## src/rtl/rr_arbiter4_pkg.sv

```systemverilog
// ---------------------------------------------------------------------------
// rr_arbiter4_pkg
// Shared definitions for the four-requester round-robin arbiter:
//   - arbiter state encoding (IDLE / OWNED)
//   - requester count and grant index width
//   - reset value of the round-robin pointer
// ---------------------------------------------------------------------------
package rr_arbiter4_pkg;

   localparam int NREQ  = 4;
   localparam int IDX_W = 2;

   typedef enum logic {
      ST_IDLE  = 1'b0,
      ST_OWNED = 1'b1
   } arb_state_t;

   // Pointer starts at the last requester so requester 0 wins first after reset.
   localparam logic [IDX_W-1:0] LAST_RST = 2'd3;

endpackage : rr_arbiter4_pkg

```

## src/rtl/rr_arbiter4_enc.sv

```systemverilog
// ---------------------------------------------------------------------------
// onehot_enc4
// Combinational 4-bit one-hot to 2-bit binary encoder.
// Ports:
//   onehot  in  4 : one-hot input vector (all-zero allowed)
//   idx     out 2 : binary index of the set bit; 2'b00 for zero or
//                   non-one-hot input
// ---------------------------------------------------------------------------
module onehot_enc4
   import rr_arbiter4_pkg::*;
(
   input  logic [NREQ-1:0]  onehot,
   output logic [IDX_W-1:0] idx
);

   // One-hot to binary lookup; anything not strictly one-hot maps to 0.
   always_comb begin
      idx = 2'b00;
      case (onehot)
         4'b0001: idx = 2'd0;
         4'b0010: idx = 2'd1;
         4'b0100: idx = 2'd2;
         4'b1000: idx = 2'd3;
         default: idx = 2'b00;
      endcase
   end

endmodule : onehot_enc4

```

## src/rtl/rr_arbiter4.sv

```systemverilog
// ---------------------------------------------------------------------------
// rr_arbiter4
// Four-requester round-robin arbiter with a registered one-hot grant.
// A granted owner keeps the resource while its request stays high; at
// least one idle cycle separates consecutive owners.
//
// Optional feature (macro RR_ARB_TIMEOUT_EN): a hold counter revokes a
// grant after HOLD_MAX cycles, pulses `timeout`, and masks the revoked
// requester until it drops its request.
//
// Parameters:
//   HOLD_MAX        maximum grant length in cycles (1..15), timeout build only
// Ports:
//   clk      in  1 : clock, rising edge
//   rst_n    in  1 : asynchronous active-low reset
//   req      in  4 : level requests, bit i = requester i
//   gnt      out 4 : registered one-hot grant, zero when no owner
//   gnt_idx  out 2 : binary index of gnt, 0 when gnt is zero
//   gnt_vld  out 1 : high while any gnt bit is high
//   timeout  out 1 : one-cycle pulse on forced revocation (0 without macro)
// ---------------------------------------------------------------------------
module rr_arbiter4
   import rr_arbiter4_pkg::*;
#(
   parameter int unsigned HOLD_MAX = 15
)
(
   input  logic             clk,
   input  logic             rst_n,
   input  logic [NREQ-1:0]  req,
   output logic [NREQ-1:0]  gnt,
   output logic [IDX_W-1:0] gnt_idx,
   output logic             gnt_vld,
   output logic             timeout
);

   if ((HOLD_MAX < 1) || (HOLD_MAX > 15)) begin : g_hold_max_check
      $error("rr_arbiter4: HOLD_MAX must be in 1..15");
   end

   arb_state_t       state_r;
   arb_state_t       state_nxt_s;
   logic [NREQ-1:0]  gnt_r;
   logic [NREQ-1:0]  gnt_nxt_s;
   logic [IDX_W-1:0] last_r;
   logic [IDX_W-1:0] last_nxt_s;
   logic [NREQ-1:0]  eff_req_s;
   logic [IDX_W:0]   pick_s;
   logic             owner_req_s;
   logic             hold_expire_s;
   logic             revoke_s;

   // Scan last+1, last+2, last+3, last (mod 4); returns {found, index}.
   // Walk from lowest to highest priority so the nearest candidate wins.
   function automatic logic [IDX_W:0] rr_pick(input logic [NREQ-1:0]  req_i,
                                               input logic [IDX_W-1:0] last_i);
      logic [IDX_W-1:0] cand;
      logic [IDX_W:0]   res;
      res = 3'b000;
      for (int k = NREQ; k >= 1; k--) begin
         cand = last_i + IDX_W'(k);
         if (req_i[cand]) begin
            res = {1'b1, cand};
         end else begin
            res = res;
         end
      end
      return res;
   endfunction

`ifdef RR_ARB_TIMEOUT_EN
   localparam logic [3:0] HOLD_LIM = 4'(HOLD_MAX);

   logic [3:0]      hold_cnt_r;
   logic [3:0]      hold_cnt_nxt_s;
   logic [NREQ-1:0] mask_r;
   logic [NREQ-1:0] mask_nxt_s;
   logic            timeout_r;

   // Counter value after this edge equals the number of granted cycles
   // completed, so reaching HOLD_LIM here means the owner has used its quota.
   always_comb begin
      hold_expire_s = ((hold_cnt_r + 4'd1) == HOLD_LIM);
      eff_req_s     = req & ~mask_r;
   end

   // Counter runs only across consecutive OWNED cycles; mask bits drop with req.
   always_comb begin
      hold_cnt_nxt_s = 4'd0;
      mask_nxt_s     = mask_r & req;
      if ((state_r == ST_OWNED) && (state_nxt_s == ST_OWNED)) begin
         hold_cnt_nxt_s = hold_cnt_r + 4'd1;
      end else begin
         hold_cnt_nxt_s = 4'd0;
      end
      if (revoke_s) begin
         mask_nxt_s = (mask_r & req) | gnt_r;
      end else begin
         mask_nxt_s = mask_r & req;
      end
   end

   // Hold counter, revocation mask and timeout pulse registers.
   always_ff @(posedge clk or negedge rst_n) begin
      if (!rst_n) begin
         hold_cnt_r <= 4'd0;
         mask_r     <= 4'b0000;
         timeout_r  <= 1'b0;
      end else begin
         hold_cnt_r <= hold_cnt_nxt_s;
         mask_r     <= mask_nxt_s;
         timeout_r  <= revoke_s;
      end
   end

   assign timeout = timeout_r;
`else
   // Grants are never revoked in this build.
   always_comb begin
      hold_expire_s = 1'b0;
      eff_req_s     = req;
   end

   assign timeout = 1'b0;
`endif

   // Next-state, next-grant and pointer update.
   always_comb begin
      state_nxt_s = state_r;
      gnt_nxt_s   = gnt_r;
      last_nxt_s  = last_r;
      revoke_s    = 1'b0;
      pick_s      = rr_pick(eff_req_s, last_r);
      owner_req_s = |(req & gnt_r);
      case (state_r)
         ST_IDLE: begin
            if (pick_s[IDX_W]) begin
               gnt_nxt_s   = 4'b0001 << pick_s[IDX_W-1:0];
               last_nxt_s  = pick_s[IDX_W-1:0];
               state_nxt_s = ST_OWNED;
            end else begin
               gnt_nxt_s   = 4'b0000;
               state_nxt_s = ST_IDLE;
            end
         end
         ST_OWNED: begin
            // Release always goes through IDLE; no same-edge regrant.
            if (!owner_req_s) begin
               gnt_nxt_s   = 4'b0000;
               state_nxt_s = ST_IDLE;
            end else if (hold_expire_s) begin
               gnt_nxt_s   = 4'b0000;
               state_nxt_s = ST_IDLE;
               revoke_s    = 1'b1;
            end else begin
               gnt_nxt_s   = gnt_r;
               state_nxt_s = ST_OWNED;
            end
         end
         default: begin
            gnt_nxt_s   = 4'b0000;
            state_nxt_s = ST_IDLE;
         end
      endcase
   end

   // State, grant and round-robin pointer registers.
   always_ff @(posedge clk or negedge rst_n) begin
      if (!rst_n) begin
         state_r <= ST_IDLE;
         gnt_r   <= 4'b0000;
         last_r  <= LAST_RST;
      end else begin
         state_r <= state_nxt_s;
         gnt_r   <= gnt_nxt_s;
         last_r  <= last_nxt_s;
      end
   end

   onehot_enc4 u_enc (
      .onehot (gnt_r),
      .idx    (gnt_idx)
   );

   assign gnt     = gnt_r;
   assign gnt_vld = |gnt_r;

endmodule : rr_arbiter4

```

## config.mk

```make
export PLATFORM = sky130hd
export DESIGN_NAME = rr_arbiter4
export DESIGN_NICKNAME = d
export VERILOG_FILES = /design/src/rtl/rr_arbiter4_pkg.sv /design/src/rtl/rr_arbiter4_enc.sv /design/src/rtl/rr_arbiter4.sv
export SDC_FILE = /design/constraint.sdc
export NUM_CORES = 1
export LEC_CHECK = 0
export ABC_AREA = 1
export BUFFER_PORTS_ARGS = -buffer_cell sky130_fd_sc_hd__buf_2
export CAP_MARGIN = 25
export CORE_UTILIZATION = 35
export CTS_CLUSTER_SIZE = 16
export DETAILED_ROUTE_END_ITERATION = 6
export PLACE_DENSITY = 0.54
export SYNTH_ARGS = -nofsm -noshare
export SYNTH_HDL_FRONTEND = slang
export SYNTH_SLANG_ARGS = --single-unit
```

## constraint.sdc

```tcl
create_clock -name clk -period 2.19 [get_ports clk]
set_input_delay 0.219 -clock clk [delete_from_list [all_inputs] [get_ports clk]]
set_output_delay 0.219 -clock clk [all_outputs]
set_load 0.01 [all_outputs]
```

==> flow_summary.yaml <==
status:
  status: "complete, no violations"
placed_design:
  hpwl_mm: 1.06
  place_area_um2: 678
  port_buffers: 12
  gp_congestion: 0.800
grt:
  grt_max_degree: 9
  grt_usage_pct: 14.3
  antenna_found_initial: 0
  grt_pass1_vias: 508
  gr-total-overflow: 0
  grt_pass1_wl_mm: 2.04
logic_synthesis:
  synth_ff_type: "dfrtp_1"
  ys.warnings.count: 0
  synth_area_leaders: "nand2_1 26%, dfrtp_1 20%, inv_1 9.7%"
  avgSynthCellArea_um2: 6.29
  synth-seq-cells: 7
  ys_seq_area_share_pct: 28.8
  synth_nets: 104
  synthDistinctLibCells: 22
  synth.most_common_cell: "nand2_1"
  synth.top_cell.area_share_pct: 26.2
  synth_edf_count: 0
  async_flop_share_pct: 100
  synth_top_area_cell: "nand2_1"
  synth.cell_area_um2: 617
  synth_common_cells: "43 x nand2_1, 16 x inv_1, 7 x nand3_1"
  synthCells: 98
critical_path:
  crit_path_start_kind: "register"
  worstSetupEndpointType: "register"
  rrSetupSlack_ps: 610
  crit_arrival_ps: 1710
  cp_cell_sequence: "inv_8 -> nand2_1 -> nand2_2 -> nand2_1 -> nand2_1 -> inv_1 -> nand2_1 -> nand2_2 -> nand2_2 -> nand3_1 -> nand2_1"
  cp_slowest_cell: "dfstp_2"
  timing.rr.end: "gnt[3]"
  endpoint: "gnt[3]"
  r2r_start: "last_r[0]"
  cpMostUsedCell: "nand2_1"
  slowest_delay_ps: 650
  crit_type: "reg2reg"
  critPathRequiredTime_ps: 2320
  path_max_fanout: 8
  ff2ff_path_depth: 11
  critPathLaunch: "last_r[0]"
floorplanning:
  die-area_mm2: 0.00193
  core_mm2: 0.00158
  die-height_um: 44.0
  io_pins: 14
  rows: 14
  start_util_pct: 39.1
  fp.dieW_um: 44.0
hold_path:
  hold_path.class: "in2async"
clock_network:
  clock_path_buffers: 2
  clk_latency_ps: 240
  cts_hold_buffers: 1
  cts_tree: "built"
  cts-resized-gates: 0
  post-cts-setup-buffers: 0
  clk_pin_slew_ps: 50
  cts_made_buffers: 3
  htree_levels: 1
  cts_root_buffer: "clkbuf_4"
  cts_sinks: 7
finish:
  area_growth_pct: 15.8
  final_nets: 120
  multi_input_area_um2: 349
  diodes: 0
  seqCellArea_um2: 178
  layout-drive-gt1-share_pct: 26.5
  fillers: 162
  fin_area_um2: 714
sta:
  report.final.slew_viol_count: 0
  skew_ps: 2.52
  hold_violations: 0
  fmax_mhz: 633
  rsz0062_at_grt: "false"
  setup_tns_ps: 0
  setup_viol: 0
  fin_crit_ps: 1580
  fin_crit_sh_pct: 72.2
detailed_routing:
  avgViaCountPerCell: 4.73
  drt-total-wl_mm: 1.26
  num_vias: 610
  drt_iter0_drc: 15
  drc: 0
  ant_nets: 0
  wl_per_cell_um: 9.78
  drtPass1Iterations: 4
job:
  drv_cap: 0
power:
  peakVddDrop_v: 0.000604
  powerDensity_mw_per_mm2: 1500
  power.leakage_uw: 0.000446
==> worst min path at each step <==
stage                     start  endpoint  slack (ps)  cells past startpoint
final                     rst_n    gnt[2]         330                      2
after global routing      rst_n    gnt[0]         360                      2
after CTS                 rst_n    gnt[0]         330                      2
after detailed placement  rst_n    gnt[0]          60                      1
after global placement    rst_n    gnt[0]          60                      1
after floorplan           rst_n    gnt[0]         -80                      0
==> registers in the layout, summed over array words and instances, names as in the netlist <==
signal and flops:
gnt 4, last_r 2, state_r 1
==> cell type report <==
type | instances | area share [%]
well taps | 16 | 2.80
clock buffers | 4 | 3.68
repair buffers | 13 | 9.81
inverters | 17 | 9.98
multi-input cells | 72 | 48.9
flip-flops and latches | 7 | 24.9
==> placed cells by master, fill, tap and decap left out, types with 2 or more instances in the layout <==
master and instances:
nand4_1 2, o21ai_2 2, dfstp_2 2, nand2_1 43, clkbuf_4 3, buf_2 12
nor2_1 3, dfrtp_1 5, o21ai_0 2, nand3_1 7, inv_1 16, nand2_2 4
==> critical path: cells and delay by family, from the launching register on <==
| family | cells | cell delay [ps] |
|---|---|---|
| buf+inv | 2 | 140 |
| flops | 1 | 650 |
| simple gates | 9 | 670 |
==> stage by stage <==
step | hold slack (ps) | utilization [%] | instances | power (uW) | setup WS [ps]
finish | 333 | 45.3 | 129 | 1070 | 609
global route | 355 | 45.3 | 129 | 1190 | 517
CTS | 331 | 45.3 | 129 | 1080 | 613
detailed placement | 57.1 | 43.0 | 124 | 962 | 621
global placement | 57.9 | 43.0 | 124 | 964 | 665
floorplan | -76.6 | - | 98 | 828 | 784
==> routing by layer <==
metal	global-route usage [%]	part of all wire, %
met1	19.6	50
met2	23.3	48
met3	3.75	2.4
met4	1.82	0
met5	0	0
==> kinds of logic after synthesis <==
logic type	share of synthesized area (%)
other	0.608
buffers and inverters	14.6
DFF	28.8
AOI/OAI and AO/OA	10.3
and+or+nand+nor	45.6
==> report_power, final <==
group / total [uW] / internal [uW] / switching [uW]
registers: 272 / 196 / 75.9
logic: 691 / 250 / 441
clock network: 112 / 69.2 / 42.9
(Power assumes the default switching activity.)
